--- config.mk ---
export PLATFORM = sky130hd
export DESIGN_NAME = uart_tx_frame
export DESIGN_NICKNAME = d
export VERILOG_FILES = /design/src/rtl/uart_tx_frame.sv
export SDC_FILE = /design/constraint.sdc
export NUM_CORES = 1
export LEC_CHECK = 0
export ABC_AREA = 1
export BUFFER_PORTS_ARGS = -buffer_cell sky130_fd_sc_hd__buf_2
export CAP_MARGIN = 20
export CORE_MARGIN = 4
export CORE_UTILIZATION = 58
export DETAILED_ROUTE_END_ITERATION = 6
export GPL_TIMING_DRIVEN = 0
export PLACE_DENSITY = 0.79
export REMOVE_ABC_BUFFERS = 1
export SETUP_SLACK_MARGIN = 0.5
export SYNTH_ARGS = -nofsm -noshare
export SYNTH_HDL_FRONTEND = slang
export SYNTH_SLANG_ARGS = --single-unit
--- constraint.sdc ---
create_clock -name clk_16bd -period 2 [get_ports clk_16bd]
set_input_delay 0.4 -clock clk_16bd [delete_from_list [all_inputs] [get_ports clk_16bd]]
set_output_delay 0.4 -clock clk_16bd [all_outputs]
set_load 0.02 [all_outputs]
--- src/rtl/uart_tx_frame.sv ---
// UART serial transmit stage: start bit, LSB-first data, optional parity, 1 or 2 stop bits.
// Optional line-break control is compiled in with `define UART_TX_BREAK_EN.
module uart_tx_frame #(
    parameter int unsigned OVERSAMPLE = 16,
    parameter int unsigned DATA_MAX   = 9
) (
    input  logic                clk_16bd,
    input  logic                rst_n,
    input  logic                tx_valid,
    input  logic [DATA_MAX-1:0] tx_data,
    input  logic                parity,
    input  logic                parity_type,
    input  logic                stop_bits,
    input  logic [3:0]          frame_length,
`ifdef UART_TX_BREAK_EN
    input  logic                tx_break,
`endif
    output logic                tx_ready,
    output logic                tx_busy,
    output logic                tx_done,
    output logic                tx
);

    typedef enum logic [2:0] {
        S_IDLE,
        S_START,
        S_DATA,
        S_PARITY,
        S_STOP
    } state_t;

    localparam logic [3:0] TICK_LAST = 4'(OVERSAMPLE - 1);
    localparam logic [3:0] LEN_MIN   = 4'd5;
    localparam logic [3:0] LEN_MAX   = 4'(DATA_MAX);

    state_t              state_q, state_d;
    logic [3:0]          tick_q, tick_d;
    logic [3:0]          bit_q, bit_d;
    logic                stop_cnt_q, stop_cnt_d;
    logic [DATA_MAX-1:0] sh_q, sh_d;
    logic [3:0]          len_q, len_d;
    logic                par_en_q, par_en_d;
    logic                par_bit_q, par_bit_d;
    logic                stop2_q, stop2_d;
    logic                tx_q, tx_d;
    logic                ready_q, ready_d;
    logic                busy_q, busy_d;
    logic                done_q, done_d;

    logic [3:0]          eff_len;
    logic [DATA_MAX-1:0] all_ones;
    logic [DATA_MAX-1:0] data_masked;
    logic                tick_wrap;
    logic                break_req;

    assign all_ones    = '1;
    assign eff_len     = (frame_length < LEN_MIN) ? LEN_MIN :
                         (frame_length > LEN_MAX) ? LEN_MAX : frame_length;
    // Bits above the effective length are cleared so they neither reach tx nor the parity.
    assign data_masked = tx_data & ~(all_ones << eff_len);
    assign tick_wrap   = (tick_q == TICK_LAST);

`ifdef UART_TX_BREAK_EN
    assign break_req = tx_break;
`else
    assign break_req = 1'b0;
`endif

    always_comb begin
        state_d    = state_q;
        tick_d     = tick_q;
        bit_d      = bit_q;
        stop_cnt_d = stop_cnt_q;
        sh_d       = sh_q;
        len_d      = len_q;
        par_en_d   = par_en_q;
        par_bit_d  = par_bit_q;
        stop2_d    = stop2_q;
        tx_d       = tx_q;
        ready_d    = ready_q;
        busy_d     = busy_q;
        done_d     = 1'b0;

        case (state_q)
            S_IDLE: begin
                tx_d       = 1'b1;
                ready_d    = 1'b1;
                busy_d     = 1'b0;
                tick_d     = '0;
                bit_d      = '0;
                stop_cnt_d = 1'b0;
                if (break_req) begin
                    tx_d    = 1'b0;
                    ready_d = 1'b0;
                end else if (tx_valid && ready_q) begin
                    state_d   = S_START;
                    tx_d      = 1'b0;
                    ready_d   = 1'b0;
                    busy_d    = 1'b1;
                    sh_d      = data_masked;
                    len_d     = eff_len;
                    par_en_d  = parity;
                    par_bit_d = (^data_masked) ^ parity_type;
                    stop2_d   = stop_bits;
                end
            end
            S_START: begin
                tick_d = tick_q + 4'd1;
                if (tick_wrap) begin
                    tick_d  = '0;
                    bit_d   = '0;
                    state_d = S_DATA;
                    tx_d    = sh_q[0];
                    sh_d    = sh_q >> 1;
                end
            end
            S_DATA: begin
                tick_d = tick_q + 4'd1;
                if (tick_wrap) begin
                    tick_d = '0;
                    if (bit_q == len_q - 4'd1) begin
                        if (par_en_q) begin
                            state_d = S_PARITY;
                            tx_d    = par_bit_q;
                        end else begin
                            state_d    = S_STOP;
                            tx_d       = 1'b1;
                            stop_cnt_d = 1'b0;
                        end
                    end else begin
                        bit_d = bit_q + 4'd1;
                        tx_d  = sh_q[0];
                        sh_d  = sh_q >> 1;
                    end
                end
            end
            S_PARITY: begin
                tick_d = tick_q + 4'd1;
                if (tick_wrap) begin
                    tick_d     = '0;
                    state_d    = S_STOP;
                    tx_d       = 1'b1;
                    stop_cnt_d = 1'b0;
                end
            end
            S_STOP: begin
                tick_d = tick_q + 4'd1;
                tx_d   = 1'b1;
                if (tick_wrap) begin
                    tick_d = '0;
                    if (stop2_q && !stop_cnt_q) begin
                        stop_cnt_d = 1'b1;
                    end else begin
                        state_d = S_IDLE;
                        done_d  = 1'b1;
                        ready_d = 1'b1;
                        busy_d  = 1'b0;
                    end
                end
            end
            default: begin
                state_d = S_IDLE;
                tx_d    = 1'b1;
                ready_d = 1'b1;
                busy_d  = 1'b0;
            end
        endcase
    end

    always_ff @(posedge clk_16bd or negedge rst_n) begin
        if (!rst_n) begin
            state_q    <= S_IDLE;
            tick_q     <= '0;
            bit_q      <= '0;
            stop_cnt_q <= 1'b0;
            sh_q       <= '0;
            len_q      <= LEN_MIN;
            par_en_q   <= 1'b0;
            par_bit_q  <= 1'b0;
            stop2_q    <= 1'b0;
            tx_q       <= 1'b1;
            ready_q    <= 1'b1;
            busy_q     <= 1'b0;
            done_q     <= 1'b0;
        end else begin
            state_q    <= state_d;
            tick_q     <= tick_d;
            bit_q      <= bit_d;
            stop_cnt_q <= stop_cnt_d;
            sh_q       <= sh_d;
            len_q      <= len_d;
            par_en_q   <= par_en_d;
            par_bit_q  <= par_bit_d;
            stop2_q    <= stop2_d;
            tx_q       <= tx_d;
            ready_q    <= ready_d;
            busy_q     <= busy_d;
            done_q     <= done_d;
        end
    end

    assign tx       = tx_q;
    assign tx_ready = ready_q;
    assign tx_busy  = busy_q;
    assign tx_done  = done_q;

endmodule
==> impl_metrics.py, run 1 <==
metrics = {
    "timing": {
        "fin_setup_tns_ps": 0,
        "setup_viol": 0,
        "clock_skew_ps": 7.08,
        "max_slew_margin_pct": 51.6,
        "period_needed_ps": 1760,
        "drv_slew": 0,
        "fmax_ghz": 0.568,
        "layout_setup_ws_ps": 239,
        "rsz0062_at_grt": "true",
        "period_share_pct": 88.0,
        "worst_pin_slew_ps": 726,
        "hold_violations": 0,
    },
    "drt": {
        "vias": 1997,
        "via_per_inst": 5.21,
        "drc": 0,
        "wl_per_cell_um": 12.1,
        "drt_pre_antenna_iters": 4,
        "ant_nets": 0,
        "drt_iter0_drc": 143,
        "wl_um": 4630,
    },
    "final_layout": {
        "area_growth_pct": 24.5,
        "layout.nets": 358,
        "n_antenna_cell": 0,
        "drive_gt1_share_pct": 28.8,
        "fin_util_pct": 75.3,
        "final_cells": 383,
    },
    "synth": {
        "async_flop_share_pct": 100,
        "yosysWarnings": 0,
        "synthCells": 294,
        "yosys-top-cells-area": "dfrtp_1 (34%), nand2_1 (23%), dfstp_2 (5.2%), nand3_1 (5.2%), inv_1 (5.0%)",
        "yosysTopAreaCellShare_pct": 34.4,
        "synth_most_common_cell": "nand2_1",
        "synth_cell_types": 30,
        "synth_area_leader_cell": "dfrtp_1",
        "synth-seq-cells": 32,
        "avgSynthCellArea_um2": 6.92,
        "ys.flop_type": "dfrtp_1",
        "synth_common_cells": "nand2_1 (124), dfrtp_1 (28), inv_1 (27), nand3_1 (21), nor2_1 (20)",
        "synth-edff-count": 0,
        "syn_area_um2": 2040,
        "yosysSeqAreaShare_pct": 39.6,
    },
    "floorplan": {
        "die-area_um2": 4520,
        "rows": 21,
        "initial_core_util_pct": 60.5,
        "core_um2": 3360,
        "io_pins": 23,
        "die_h_um": 67.2,
        "chipWidth_um": 67.2,
    },
    "clocking": {
        "cts_made_buffers": 5,
        "htree_levels": 2,
        "clk_pin_slew_ps": 100,
        "cts-root-buf": "clkbuf_4",
        "cts_num_sinks": 32,
        "insertion_delay_ps": 330,
        "clock_path_buffers": 2,
        "cts_tree": "done",
    },
    "placement": {
        "dp.cells": 360,
        "gp_congestion": 0.859,
        "hpwl_um": 3170,
        "port_buffers": 22,
        "dpl_worst_slack_ps": 28.4,
    },
    "power": {
        "power.density_nw_per_um2": 1470,
        "p_leak_nw": 1.31,
        "vdd_drop_max_mv": 0.719,
    },
    "setup_path": {
        "r2r_slack_ps": 240,
        "criticalPathCategory": "flip-flop to flip-flop",
        "worst_setup_path_start_kind": "flip-flop",
        "cp_max_fo": 6,
        "worstPathArrival_ps": 2020,
        "required_ps": 2260,
        "crit_path_end_kind": "flip-flop",
    },
    "flow_run": {
        "drv_cap": 0,
    },
    "min_path": {
        "hp-class": "primary input to asynchronous set/reset pin",
    },
    "grt": {
        "grt_pass1_vias": 1727,
        "antenna_found_initial": 0,
        "grt_max_degree": 33,
        "grt_usage_pct": 21.6,
        "overflow": 0,
        "grt_pass1_wl_um": 7420,
    },
    "run_status": {
        "status": "complete, no violations",
    },
}
## through the flow
step | power (mW) | hold WS (ps) | instance area (µm²)
after floorplan | 2.34 | 104 | 2020
after global placement | 2.66 | 453 | 2190
after detailed placement | 2.71 | 460 | 2190
after CTS | 3.37 | 123 | 2350
after global routing | 4.04 | 139 | 2530
final | 3.72 | 115 | 2530
## critical path: stages, from the launching register on
cell and delay [ps]:
dfstp_2 570, inv_4 40, ha_4 220, inv_2 50, nand2_2 50, nand2_2 70, nand3_2 70, nor2_4 120
nand3_2 90, nand2_4 130, buf_6 140, nand2_1 50, o21ai_1 80
## kinds of logic (layout without fill, tap and decap cells)
logic type / Yosys count / in the layout / share of synthesized area [%]
AOI/OAI and AO/OA: 31 / 31 / 8.17
xor gates and xnor gates: 9 / 9 / 3.87
adders and majority gates: 3 / 3 / 1.84
and+or+nand+nor: 182 / 183 / 39.5
buffers and inverters: 37 / 79 / 7.07
DFF: 32 / 32 / 39.6
## cells in the final DEF (no fill, tap or decap), types with 3 or more instances in the layout
master    synthesis  layout
buf_2             1      21
dfrtp_1          28      27
nand2_2           1      15
o21ai_0          17      13
dfstp_2           4       4
nand3_2           0       3
nor2_1           20      15
inv_2             7       7
o21ai_1           5       7
a21oi_1           4       4
nor2_4            1       4
o31ai_1           3       3
nand2_4           3       3
nand3_1          21      18
clkbuf_4          0       5
or2_2             3       3
nor2_2            1       3
nand2_1         124     109
inv_1            27      25
nor3_4            1       3
buf_4             1      14
xor2_1            7       7
## layer usage
metal,GRT usage [%],wire length [µm],vias to the layer above
met3,5.82,250,10
met4,5.57,65,0
met1,27.5,1930,908
met2,36.3,2380,63
met5,0,0,-
li1,-,-,1016
## state kept, by name, summed over array words and instances, names as in the netlist
signal	flops
tx_done	1
tx_ready	1
par_en_q	1
len_q	4
par_bit_q	1
stop2_q	1
stop_cnt_q	1
tick_q	4
bit_q	4
sh_q	9
state_q	3
tx_busy	1
tx	1
## power breakdown
group | switching [mW] | total [mW] | internal, mW
registers | 0.188 | 1.10 | 0.914
clock network | 0.222 | 0.484 | 0.262
logic | 1.35 | 2.13 | 0.780
## layout make-up
class	instances	area, µm²
Multi-Input combinational cell	226	1230
Tap cell	46	57.6
Clock buffer	6	41.3
Sequential cell	32	807
Clock inverter	2	35.0
Fill cell	273	830
Inverter	35	139
Timing Repair Buffer	36	221
## worst paths after layout
path	from	endpoint	cells past startpoint
setup / recovery	len_q[0]	bit_q[1]	12
hold / removal	rst_n	bit_q[1]	1
setup reg to reg	len_q[0]	bit_q[1]	12
hold reg to reg	sh_q[4]	sh_q[4]	2
max in group asynchronous	rst_n	state_q[2]	1
min in group clk_16bd	stop_bits	stop2_q	3
## what timing repair did
item,CTS,global route
buffers inserted,4,10
resized for setup,17,30
setup endpoints to repair,25,28
cloned,1,0
pin swaps,10,9
hold buffers,0,0
No activity file was read; power rests on OpenSTA's default activity.
==> run 2: changes to the inputs <==
- ABC_AREA: 1 -> unset
- CORE_UTILIZATION: 58 -> 57
- PLACE_DENSITY: 0.79 -> 0.78
==> impl_metrics.py, run 2 <==
metrics = {
    "run_status": {
        "status": "finished, violations left",
        "violations": "setup timing",
    },
    "final_layout": {
        "n_antenna_cell": 0,
        "largest-register": "sh_q",
        "mostFrequentLayoutCell": "dfrtp_1",
        "drive_gt1_share_pct": 41.7,
        "fill_cells": 205,
        "area_growth_pct": 28.3,
        "layout.nets": 268,
        "final_cell_mix": "dfrtp_1 (25), buf_2 (22), o21ai_0 (20)",
        "largest_reg_flops": 9,
    },
    "synth": {
        "synth_most_common_cell": "o21ai_0",
        "yosysTopAreaCellShare_pct": 36.9,
        "yosysWarnings": 0,
        "synth-edff-count": 0,
        "synth_cell_types": 53,
        "synth-seq-cells": 32,
        "ys.flop_type": "dfrtp_1",
        "syn_area_um2": 1900,
        "yosys-top-cells-area": "dfrtp_1 (37%), o21ai_0 (7.6%), dfstp_2 (5.5%), a21oi_1 (3.7%), xnor2_1 (3.7%)",
        "synth_common_cells": "o21ai_0 (29), dfrtp_1 (28), a21oi_1 (14), nand2_1 (14), nor2_1 (13)",
        "synth_area_leader_cell": "dfrtp_1",
        "synthCells": 200,
        "async_flop_share_pct": 100,
        "yosysSeqAreaShare_pct": 42.5,
        "avgSynthCellArea_um2": 9.49,
    },
    "timing": {
        "rsz0062_at_grt": "true",
        "worst_pin_slew_ps": 725,
        "drv_slew": 0,
        "hold_violations": 0,
        "clock_skew_ps": 10.9,
        "max_slew_margin_pct": 51.7,
        "fmax_ghz": 0.497,
        "fin_setup_tns_ps": -35.5,
        "period_share_pct": 101,
        "setup_viol": 5,
        "period_needed_ps": 2010,
        "layout_setup_ws_ps": -13.0,
    },
    "clocking": {
        "clk_pin_slew_ps": 100,
        "insertion_delay_ps": 340,
        "hold_buffers": 0,
        "cts_tree": "done",
        "cts_num_sinks": 32,
        "cts_made_buffers": 5,
        "clock_path_buffers": 2,
        "cts-root-buf": "clkbuf_4",
        "htree_levels": 2,
    },
    "power": {
        "power_mw": 3.17,
        "vdd_drop_max_mv": 0.719,
        "p_leak_nw": 1.08,
        "power.density_nw_per_um2": 1300,
    },
    "setup_path": {
        "crit_path_end_kind": "flip-flop",
        "r2r.worst_path.cells": 9,
        "worstPathArrival_ps": 2270,
        "r2r_slack_ps": -10,
        "required_ps": 2250,
        "worst_setup_path_start_kind": "flip-flop",
        "criticalPathCategory": "flip-flop to flip-flop",
        "cp_max_fo": 4,
    },
    "drt": {
        "via_per_inst": 5.88,
        "drc": 0,
        "vias": 1710,
        "drt_iter0_drc": 103,
        "drt_pre_antenna_iters": 5,
        "ant_nets": 0,
        "wl_um": 4790,
        "wl_per_cell_um": 16.5,
    },
    "placement": {
        "hpwl_um": 2700,
        "port_buffers": 22,
        "gp_congestion": 0.762,
        "dpl_worst_slack_ps": -359,
    },
    "grt": {
        "overflow": 0,
        "grt_pass1_vias": 1643,
        "grt_max_degree": 33,
        "grt_usage_pct": 21.8,
        "grt_pass1_wl_um": 7220,
        "antenna_found_initial": 0,
    },
    "floorplan": {
        "initial_core_util_pct": 60.7,
        "io_pins": 23,
        "core_um2": 3130,
        "chipWidth_um": 65.7,
        "die_h_um": 65.7,
        "rows": 20,
        "die-area_um2": 4320,
    },
    "flow_run": {
        "drv_cap": 0,
    },
    "min_path": {
        "hp-class": "primary input to asynchronous set/reset pin",
    },
}
[run 2: cell count changes after synthesis, sizes merged, moves of 4 or more]
| cell | before | now |
|---|---|---|
| mux2 | 0 | 5 |
| nor2b | 0 | 4 |
| nand2b | 0 | 4 |
| clkbuf | 0 | 7 |
| o21ai | 22 | 30 |
| xnor2 | 2 | 9 |
| inv | 34 | 6 |
| mux2i | 0 | 6 |
| nand3 | 21 | 5 |
| a21oi | 4 | 14 |
| nor2 | 23 | 14 |
| nand2 | 128 | 14 |
[run 2: what timing repair did]
action / 4_1_cts / 5_1_grt
gates resized for setup: 25 / 35
hold endpoints to repair: 0 / 0
pin swaps: 10 / 11
cloned: 1 / 0
setup buffers: 18 / 7
endpoints found under the setup margin: 28 / 24
[run 2: path summary, 6_finish.rpt]
kind	start	end
max	len_q[0]	state_q[2]
max in group asynchronous	rst_n	state_q[2]
max reg2reg	len_q[0]	state_q[2]
min reg2reg	sh_q[5]	sh_q[5]
min in group clk_16bd	stop_bits	stop2_q
min	rst_n	tick_q[1]
[run 2: cells by family (layout without fill, tap and decap cells)]
| kind of cell | Yosys count | after routing | synth area share, % |
|---|---|---|---|
| adders and majority gates | 3 | 3 | 1.98 |
| and+or+nand+nor | 58 | 59 | 16.2 |
| buffers and inverters | 16 | 62 | 3.76 |
| AOI/OAI and AO/OA | 66 | 66 | 21.4 |
| xor gates and xnor gates | 14 | 14 | 7.58 |
| muxes | 11 | 11 | 6.72 |
| DFF | 32 | 32 | 42.5 |
[run 2: stage by stage]
step	cells	area, µm²	utilization, %	hold slack (ps)
finish	291	2430	77.8	107
global route	291	2430	77.8	168
floorplan	190	1850	-	104
detailed placement	257	2020	64.6	486
global placement	256	2010	64.4	478
CTS	284	2280	72.9	117
[run 2: power by group]
part | internal [mW] | switching (mW) | leakage [nW]
Clock | 0.140 | 0.213 | 0.0265
Combinational | 0.879 | 0.879 | 0.650
Sequential | 0.888 | 0.172 | 0.403
Total | 1.91 | 1.26 | 1.08
[run 2: critical path, cell delays in order, from the launching register on]
cell     delay (ps)
dfstp_2         550
inv_2            50
ha_4            270
xor2_2          150
nand3_2         180
buf_6           170
buf_6           110
o21ai_2          90
a21bo_2         220
a22oi_1         150
[run 2: routing by layer]
metal | share of wire (%) | global-route usage, % | vias to the layer above
met2 | 52 | 38.9 | 52
li1 | - | - | 809
met4 | 2.2 | 10.1 | 0
met1 | 39 | 24.9 | 838
met5 | 0 | 0 | -
met3 | 6.1 | 3.76 | 11
[run 2: layout make-up]
| cell class | instances | area [µm²] | area share (%) |
|---|---|---|---|
| inverters | 6 | 22.5 | 0.925 |
| multi-input cells | 153 | 1160 | 47.8 |
| clock buffers | 8 | 48.8 | 2.00 |
| well taps | 44 | 55.1 | 2.26 |
| flip-flops and latches | 32 | 810 | 33.2 |
| repair buffers | 48 | 335 | 13.8 |
